## src/rtl/div_result_fifo.sv

```systemverilog
// rtl/div_result_fifo.sv - circular result FIFO behind the 8b/5b divider (option: DIV_RESULT_FIFO_BYPASS_EN)
module div_result_fifo #(
  parameter int DEPTH = 4,
  parameter int Q_BW  = 8,
  parameter int R_BW  = 5
) (
  input  logic                         clk,
  input  logic                         rst_n,
  input  logic                         i_in_valid,
  input  logic [Q_BW-1:0]              i_q,
  input  logic [R_BW-1:0]              i_r,
  output logic                         o_out_valid,
  input  logic                         i_out_ready,
  output logic [Q_BW-1:0]              o_q,
  output logic [R_BW-1:0]              o_r,
  output logic [$clog2(DEPTH+1)-1:0]   o_count,
  output logic                         o_full,
  output logic                         o_overflow,
  output logic [50:0]                  number
);

  localparam int AW = $clog2(DEPTH);
  localparam int CW = $clog2(DEPTH+1);
  localparam int W  = Q_BW + R_BW;
  localparam logic [CW-1:0] FULL_CNT = CW'(DEPTH);

  // Library cell transistor counts
  localparam int T_DFF  = 24;
  localparam int T_MUX2 = 12;
  localparam int T_AND2 = 6;
  localparam int T_CTRL = 96;   // pointer incrementers, count up/down, full/empty compare
  localparam int N_FLOPS   = DEPTH * W + 2 * AW + CW + 1;
  localparam int N_HEADMUX = (DEPTH - 1) * W;
  localparam int N_GATES   = W;  // zero the head when empty
`ifdef DIV_RESULT_FIFO_BYPASS_EN
  localparam int N_BYPMUX  = W + 1;
`else
  localparam int N_BYPMUX  = 0;
`endif
  localparam int N_TOTAL = N_FLOPS * T_DFF + (N_HEADMUX + N_BYPMUX) * T_MUX2
                         + N_GATES * T_AND2 + T_CTRL;

  logic [AW-1:0] wr_ptr;
  logic [AW-1:0] rd_ptr;
  logic [CW-1:0] count;
  logic          overflow;
  logic [W-1:0]  mem [DEPTH];

  logic          head_valid;
  logic          out_valid;
  logic          pop;
  logic          wr_en;
  logic          drop;
  logic [W-1:0]  head;

  // Head selection, handshake decode and push acceptance
  always_comb begin
    head       = '0;
    head_valid = (count != '0);
    out_valid  = head_valid;
    if (head_valid) head = mem[rd_ptr];
    pop   = head_valid && i_out_ready;
    // A pop in the same cycle frees a slot, so a full FIFO can still accept
    wr_en = i_in_valid && ((count != FULL_CNT) || pop);
    drop  = i_in_valid && (count == FULL_CNT) && !pop;
`ifdef DIV_RESULT_FIFO_BYPASS_EN
    // Empty FIFO: present the divider result directly; store it only if not consumed now
    if (!head_valid && i_in_valid) begin
      out_valid = 1'b1;
      head      = {i_q, i_r};
      if (i_out_ready) wr_en = 1'b0;
    end
`endif
  end

  // Pointer, occupancy, storage and sticky overflow update
  always_ff @(posedge clk) begin
    if (!rst_n) begin
      wr_ptr   <= '0;
      rd_ptr   <= '0;
      count    <= '0;
      overflow <= 1'b0;
      for (int i = 0; i < DEPTH; i++) mem[i] <= '0;
    end else begin
      if (wr_en) begin
        mem[wr_ptr] <= {i_q, i_r};
        wr_ptr      <= wr_ptr + AW'(1);
      end
      if (pop) rd_ptr <= rd_ptr + AW'(1);
      if (drop) overflow <= 1'b1;
      case ({wr_en, pop})
        2'b10:   count <= count + CW'(1);
        2'b01:   count <= count - CW'(1);
        default: count <= count;
      endcase
    end
  end

  assign o_out_valid = out_valid;
  assign {o_q, o_r}  = head;
  assign o_count     = count;
  assign o_full      = (count == FULL_CNT);
  assign o_overflow  = overflow;
  assign number      = 51'(N_TOTAL);

endmodule
```

## config.mk

```make
export PLATFORM = sky130hd
export DESIGN_NAME = div_result_fifo
export DESIGN_NICKNAME = d
export VERILOG_FILES = /design/src/rtl/div_result_fifo.sv
export SDC_FILE = /design/constraint.sdc
export NUM_CORES = 1
export LEC_CHECK = 0
export ABC_AREA = 1
export BUFFER_PORTS_ARGS = -buffer_cell sky130_fd_sc_hd__buf_2
export CORE_UTILIZATION = 49
export CTS_BUF_LIST = sky130_fd_sc_hd__clkbuf_4
export DETAILED_ROUTE_END_ITERATION = 16
export PLACE_DENSITY = 0.9
export SLEW_MARGIN = 20
export SYNTH_ARGS = -nofsm -noshare
export SYNTH_HDL_FRONTEND = slang
export SYNTH_SLANG_ARGS = --single-unit
```

## constraint.sdc

```tcl
create_clock -name clk -period 2.15 [get_ports clk]
set_clock_uncertainty 0.2 [all_clocks]
set_input_delay 0.3225 -clock clk [delete_from_list [all_inputs] [get_ports clk]]
set_output_delay 0.3225 -clock clk [all_outputs]
set_load 0.005 [all_outputs]
```

* Word level (Yosys, flattened, before mapping)
Memories as Yosys holds them, arrays and structs flattened. A register that Yosys moved wholly into a read port is not among the register bits.
Index checks and enable logic that the tools add are counted.
** Word-level totals
- Bits in registers :: 8
- Memories :: 1
- Word-level logic and storage cells :: 33
- Input bits :: 17
- Memory bits (writable) :: 52
- Output and inout port bits :: 70
** Cells by class
- Add/sub/neg operators :: 4
- Equality and inequality tests :: 4
- Multiplexer cells :: 11
- Reduce and logical (&&, ||, !) cells :: 9
** Memory list
- mem :: words 4, bits a word 13, read ports 1, clocked after memory_dff 1, wr ports 4, RTL line 47 : logic [W-1:0] mem [DEPTH];
** Operators by type and width (number)
- $mux 13 :: 2
- $reduce_or 13->1 :: 1
- $mux 2 :: 3
- $pmux 3 s2 :: 1
- $mux 1 :: 5
- $add 2x1->2 const B :: 2
- $logic_and 1x1->1 :: 4
- $add 3x1->3 const B :: 1
- $eq 3x3->1 const B :: 1
- $ne 3x3->1 const B :: 1
- $reduce_bool 3->1 :: 1
- $sub 3x1->3 const B :: 1
- $eq 2x1->1 const B :: 1
- $eq 2x2->1 const B :: 1
- $reduce_bool 2->1 :: 1
- $logic_not 1->1 :: 1
- $logic_or 1x1->1 :: 1

* Longest topological paths before layout
Gate-level depths: netlist (run 1).
- Depth after elaboration :: 9
- Depth in mapped cells :: 11
- Depth with buffers taken out :: 11

* Worst setup path before layout (run 1)
Ideal clock, no wire load.
- Path kind :: register to register
- Start point :: reg count[0], in the netlist o_count[0]
- End point :: mem mem[0][0] (netlist name), enable pin
- Slack :: -310 ps
- Period minus slack after synthesis :: 2460 ps
- Cell stages (with the launch flop) :: 9
- Data required time :: 1549 ps
- Data arrival time :: 1859 ps
- Buffers on the path :: 0
- Path through :: dfxtp_1 > nor2_2 > nand2_2 > inv_2 > nand2_4 > nand2_4 > nor2_8 > nand2_1 > o21ai_0
** RTL lines
- from (decl) :: RTL line 45 : logic [CW-1:0] count;
- from (signal assigned) :: RTL line 92 : 2'b10: count <= count + CW'(1);
- from (signal assigned) :: RTL line 93 : 2'b01: count <= count - CW'(1);
- from (signal assigned) :: RTL line 94 : default: count <= count;
- to (decl) :: RTL line 47

==> flow_summary.json, run 1 <==
{
  "num-nets-final": 419,
  "wl_per_cell_um": 14.2,
  "place.gp.congestion": 0.862,
  "p_seq_share_pct": 43.0,
  "fp.dieH_um": 83.7,
  "die-area_um2": 7000,
  "viasPerCell": 5.16,
  "holdPathEnd": "mem[3][8]",
  "synth_top_family_by_area": "simple AND/OR/NAND/NOR gates",
  "numPortBuffers": 35,
  "area_delta_synth_final_pct": 16.0,
  "n_antenna_cell": 0,
  "cts.htree.levels": 3,
  "initial_core_util_pct": 51.2,
  "holdWs_ns": 0.0196,
  "regToRegEndpoint": "o_count[2]",
  "netlist.area_leader.share_pct": 47.8,
  "internal-power_w": 0.00238,
  "multi_input_area_um2": 1180,
  "status": "complete, but fails checks",
  "yosysTopAreaCell": "edfxtp_1",
  "seq_area_um2": 1770,
  "peakVddDrop_mv": 0.759,
  "grt_max_degree": 27,
  "core_area_um2": 6390,
  "worstSetupStartpointType": "register",
  "drive_gt1_share_pct": 27.6,
  "drv_slew": 0,
  "grtUsageTotal_pct": 20.2,
  "grt_overflow": 0,
  "cts_sinks": 62,
  "fmax_mhz": 460,
  "vias": 2493,
  "die_x_um": 83.7,
  "post-dp-hpwl_um": 4300,
  "p_per_area_nw_per_um2": 897,
  "synth_area_leaders": "edfxtp_1, buf_4, nor2_1",
  "min-delay-path-class": "in -> reg",
  "crit_buf_inv": 3,
  "netlist_area_um2": 3270,
  "critPathMaxFanout": 3,
  "antenna_found_initial": 0,
  "critical_path_class": "reg -> out",
  "clk_pin_slew_ns": 0.09,
  "grt_pass1_wl_um": 10600,
  "synth-seq-area-share_pct": 53.9,
  "r2r_slack_ns": 0.19,
  "ys_ff_latch": 62,
  "drt-total-wl_um": 6870,
  "post-route-util_pct": 59.3,
  "hold_viol": 0,
  "setup_viol": 1,
  "synthTopCellsByCount": "nor2_1, edfxtp_1, buf_4, o21ai_0, inv_1",
  "fillers": 466,
  "layout_setup_ws_ns": -0.0231,
  "drv_cap": 0,
  "p_switching_w": 0.00102,
  "synth_area_per_cell_um2": 9.47,
  "synth_warnings": 0,
  "synthAdderAreaFrac_pct": 0.613,
  "remaining_drc_errors": 0,
  "r2r_cells": 10,
  "violations": "negative setup slack",
  "synthMuxAreaShare_pct": 0,
  "power.leakage_nw": 1.75,
  "hold_path_depth": 3,
  "drt-initial-drc-count": 191,
  "swShare_pct": 30.0,
  "pwr-share-clk_pct": 29.8,
  "worst_ep_required_time_ns": 1.63,
  "dr.pass1.iters": 5,
  "synth_ff_type": "edfxtp_1",
  "fin_crit_ns": 2.17,
  "synthSimpleGateAreaFrac_pct": 19.1,
  "cp_top_family": "buffers and inverters",
  "arrival_ns": 1.65,
  "r2r-start": "o_count[1]",
  "max_stage_delay_ns": 0.36,
  "synth_edf_count": 52,
  "ys_types": 27,
  "clock_latency_ns": 0.40,
  "synthCells": 345,
  "rsz0062_at_grt": "true",
  "synthArstFlopShare_pct": 0,
  "num_rows": 29,
  "cts_buffer_depth": 2,
  "cts_tree": "yes",
  "synthMostInstantiatedCell": "nor2_1",
  "post-route-period-util_pct": 101,
  "worst_path_max_delay_cell": "dfxtp_2",
  "worstHoldStart": "i_q[3]",
  "cts_root_buf": "clkbuf_4",
  "synth_xor_area_share_pct": 0.268,
  "postRouteAntennaNets": 0,
  "cts_made_buffers": 9,
  "grt_pass1_vias": 2309,
  "comb_power_share_pct": 27.2,
  "synth_compound_area_share_pct": 8.50,
  "crit_path_end_kind": "primary output",
  "crit_chain": "clkinvlp_4 -> buf_6 -> nor2_1 -> o21ai_0 -> a21oi_1 -> buf_2",
  "io_pins": 87
}
power groups by stage:
| stage | Clock (W) | Combinational (W) | Sequential (W) |
|---|---|---|---|
| after detailed placement | 0 | 0.000723 | 0.00148 |
| after CTS | 0.00102 | 0.000834 | 0.00146 |
| final | 0.00101 | 0.000923 | 0.00146 |
| after global placement | 0 | 0.000687 | 0.00147 |
| after global routing | 0.00108 | 0.00100 | 0.00147 |
| after floorplan | 0 | 0.000537 | 0.00146 |
worst max path at each step:
stage	startpoint	end	slack, ns	depth (start not counted)
after floorplan	o_count[0]	mem[1][0]	-0.11	6
after global placement	o_count[2]	o_count[2]	0.25	10
after detailed placement	o_count[2]	o_count[2]	0.10	10
after CTS	register	o_q[6]	0.00004	6
after global routing	register	o_q[6]	-0.06	6
final	register	o_q[6]	-0.02	6
what timing repair did:
| item | 4_1_cts | 5_1_grt |
|---|---|---|
| cloned | 0 | 1 |
| hold endpoints to repair | 2 | 0 |
| hold buffers | 2 | 0 |
| resized for setup | 7 | 38 |
| setup buffers | 11 | 1 |
| pin swaps | 1 | 15 |
| endpoints found under the setup margin | 13 | 13 |
per-layer routing:
| layer | vias up | track usage (%) | wire [um] |
|---|---|---|---|
| met5 | - | 0 | 0 |
| met4 | 0 | 16.2 | 374 |
| met3 | 45 | 4.06 | 662 |
| met2 | 187 | 35.0 | 3460 |
| met1 | 1129 | 21.4 | 2380 |
| li1 | 1132 | - | - |
state kept, by name, indices dropped and copies added, names as in the netlist, named ones only:
| name | cells |
|---|---|
| o_overflow | 1 |
| wr_ptr | 2 |
| rd_ptr | 2 |
| o_count | 3 |
| mem | 52 |
cells in the final DEF (no fill, tap or decap), types with 2 or more instances in the layout:
cell / netlist / final
edfxtp_1: 52 / 52
o21ai_1: 1 / 12
dfxtp_2: 0 / 2
nand4_1: 2 / 2
buf_2: 3 / 36
dlygate4sd3_1: 0 / 2
nor2_1: 97 / 87
nand2_1: 14 / 12
buf_12: 1 / 3
o21ai_0: 32 / 20
nand3_1: 4 / 4
nor2_4: 0 / 2
conb_1: 2 / 51
a21oi_1: 18 / 16
buf_4: 51 / 12
nor2_2: 1 / 9
clkbuf_4: 0 / 10
inv_1: 26 / 24
nand2_2: 1 / 3
dfxtp_1: 10 / 7
buf_6: 1 / 6
a21oi_2: 0 / 2
nand2_4: 11 / 11
clkinvlp_4: 0 / 3
inv_2: 3 / 2
bufinv_16: 0 / 3
kinds of logic (layout without fill, tap and decap cells):
family,after synthesis,after routing
other cells,2,51
flops,62,62
simple gates,132,132
fa+ha+maj,1,1
buf+inv,93,105
xor+xnor,1,1
compound gates,54,54
through the flow:
| stage | setup TNS (ns) | std cells | area, um2 | setup WS [ns] | power, W |
|---|---|---|---|---|---|
| final | -0.0231 | 483 | 3790 | -0.0231 | 0.00340 |
| after global routing | -0.368 | 483 | 3790 | -0.0581 | 0.00356 |
| after CTS | 0 | 481 | 3680 | 0.0000400 | 0.00331 |
| after detailed placement | 0 | 452 | 3360 | 0.105 | 0.00220 |
| after global placement | 0 | 452 | 3360 | 0.250 | 0.00216 |
| after floorplan | -2.78 | 394 | 3460 | -0.107 | 0.00200 |
worst register-to-register path, stage by stage, from the launching register on:
cell     delay (ns)
dfxtp_1        0.39
nor2_2         0.07
nand2_2        0.11
nand2_1        0.12
inv_2          0.11
nand2_2        0.09
fa_1           0.40
inv_1          0.07
nand4_1        0.11
a21oi_1        0.14
nor2_1         0.06
final cells by class:
| cell class | count | area share [%] |
|---|---|---|
| clock buffers | 10 | 1.98 |
| clock inverters | 6 | 2.91 |
| inverters | 29 | 3.14 |
| multi-input cells | 239 | 31.1 |
| flip-flops and latches | 62 | 46.7 |
| well taps | 77 | 2.54 |
| repair buffers | 60 | 11.7 |
No activity file was read; power rests on OpenSTA's default activity.
==> run 2: changes to the inputs <==
--- a/config.mk
+++ b/config.mk
@@ -7,6 +7,7 @@
 export LEC_CHECK = 0
 export ABC_AREA = 1
 export BUFFER_PORTS_ARGS = -buffer_cell sky130_fd_sc_hd__buf_2
+export CORE_MARGIN = 1.5
 export CORE_UTILIZATION = 49
 export CTS_BUF_LIST = sky130_fd_sc_hd__clkbuf_4
 export DETAILED_ROUTE_END_ITERATION = 16
==> run 2 against run 1 <==
  * The flow now finishes without violations
  * Register-to-register slack worse by 0.06 ns
  * Utilization fell by 3.0 points
  * Cell count decreased by 2.1%
  * Global-route usage is 1.7 points lower
  * Cell area decreased by 5.0%
  * Clock power shrank 12%
  * Critical path depth increased by 1
  * Fmax is 4.3% higher
  * Critical path type unchanged
==> flow_summary.json, run 2 (same netlist as run 1, synthesis figures left out) <==
{
  "status": "finished, final reports clean",
  "stdcell_count": 473,
  "max_stage_delay_ns": 0.37,
  "critical_path_class": "reg -> out",
  "critPathMaxFanout": 6,
  "antenna_found_initial": 0,
  "post-route-util_pct": 56.3,
  "clock_latency_ns": 0.40,
  "layout.cell_area.non_filler_um2": 3600,
  "rsz0062_at_grt": "true",
  "worstSetupStartpointType": "register",
  "min-delay-path-class": "in -> reg",
  "fillers": 496,
  "cts.htree.levels": 3,
  "grt_pass1_vias": 2152,
  "p_per_area_nw_per_um2": 880,
  "numPortBuffers": 35,
  "fmax_mhz": 480,
  "initial_core_util_pct": 51.2,
  "io_pins": 87,
  "die_x_um": 84.7,
  "postRouteAntennaNets": 0,
  "viasPerCell": 4.93,
  "cts_sinks": 62,
  "finalPower_w": 0.00317,
  "post-route-period-util_pct": 96.9,
  "grt.met3_usage_pct": 5.01,
  "setup_viol": 0,
  "crit_buf_inv": 4,
  "grt_max_degree": 27,
  "vias": 2331,
  "post-dp-hpwl_um": 4030,
  "remaining_drc_errors": 0,
  "regMostFlops": "mem",
  "core_area_um2": 6390,
  "peakVddDrop_mv": 0.542,
  "area_delta_synth_final_pct": 10.1,
  "grt_overflow": 0,
  "cts_buffer_depth": 2,
  "cts_root_buf": "clkbuf_4",
  "power.leakage_nw": 1.67,
  "use_met1_pct": 20.7,
  "crit_path_end_kind": "primary output",
  "die-area_um2": 7170,
  "num-nets-final": 409,
  "drt-initial-drc-count": 166,
  "arrival_ns": 1.56,
  "most-common-layout-cells": "nor2_1, edfxtp_1, conb_1",
  "dpl.cell_count": 453,
  "grtUsageTotal_pct": 18.6,
  "worst_path_max_delay_cell": "dfxtp_2",
  "final_common_cell": "nor2_1",
  "place.gp.congestion": 0.807,
  "num_rows": 29,
  "drt-total-wl_um": 6520,
  "drv_slew": 0,
  "cts_tree": "yes",
  "largest_register_ffs": 52,
  "use_met2_pct": 31.7,
  "dr.pass1.iters": 5,
  "cts_made_buffers": 9,
  "placement.cell_area_um2": 3350,
  "wl_per_cell_um": 13.8,
  "fin_crit_ns": 2.08,
  "hold_viol": 0,
  "cts_hold_buffers": 0,
  "grt_pass1_wl_um": 10100,
  "fp.dieH_um": 84.7,
  "cp_top_family": "buffers and inverters",
  "clk_pin_slew_ns": 0.10,
  "drive_gt1_share_pct": 24.0,
  "worst_ep_required_time_ns": 1.63,
  "drv_cap": 0,
  "crit_chain": "clkinvlp_4 -> buf_6 -> buf_4 -> nor2_1 -> o21ai_0 -> a21oi_1 -> buf_2",
  "n_antenna_cell": 0,
  "grt.busiest_layer": "met2"
}
run 2: changes by cell type in the layout (fill, tap and decap cells not counted), sizes merged:
cell         before  now
clkinv            2    4
buf              57   49
dlygate4sd3       2    0
bufinv            3    2
clkbuf           11   10
run 2: what timing repair did:
item	4_1_cts	5_1_grt
setup buffers	1	3
pin swaps	0	5
gates resized for setup	4	19
setup endpoints to repair	13	12
run 2: worst paths after layout:
check,from,end,slack (ns),depth (start not counted)
setup / recovery,register,o_q[4],0.07,7
hold / removal,i_q[1],mem[3][6],0.01,3
setup reg to reg,o_count[2],o_count[2],0.13,10
hold reg to reg,o_overflow,o_overflow,0.27,1
run 2: report_power, final:
part | total [W] | switching, W | leakage [nW] | internal, W
Clock | 0.000884 | 0.000420 | 0.0810 | 0.000463
Combinational | 0.000826 | 0.000521 | 0.960 | 0.000305
Sequential | 0.00146 | 0.0000503 | 0.626 | 0.00141
run 2: worst register-to-register path: stages (launching register included):
cell and delay, ns:
dfxtp_2 0.36, inv_1 0.07, nand2_2 0.12, nand2_1 0.14
inv_2 0.12, nand2_2 0.10, fa_2 0.36, inv_1 0.09
nand4_1 0.14, a21oi_1 0.16, nor2_1 0.06
run 2: layer usage:
metal / up-vias / share of wire, %
met5: - / 0
met2: 132 / 51
met1: 1072 / 38
met3: 17 / 8.8
met4: 0 / 2.4
li1: 1110 / -
run 2: area by class of cell:
cell class	count	area, um2	area share, %
clock buffer	9	67.6	1.88
clock inverter	7	88.8	2.47
inverter	29	119	3.30
multi-input combinational	239	1140	31.7
sequential	62	1770	49.2
tap	77	96.3	2.68
timing repair buffer	50	315	8.76
run 2: metrics by stage:
stage	setup TNS (ns)	worst slack, ns	hold slack [ns]
global route	-0.108	-0.0230	0.000634
global placement	0	0.254	0.243
floorplan	-2.78	-0.107	0.254
finish	0	0.0669	0.0138
detailed placement	0	0.165	0.253
CTS	0	0.0241	0.000108
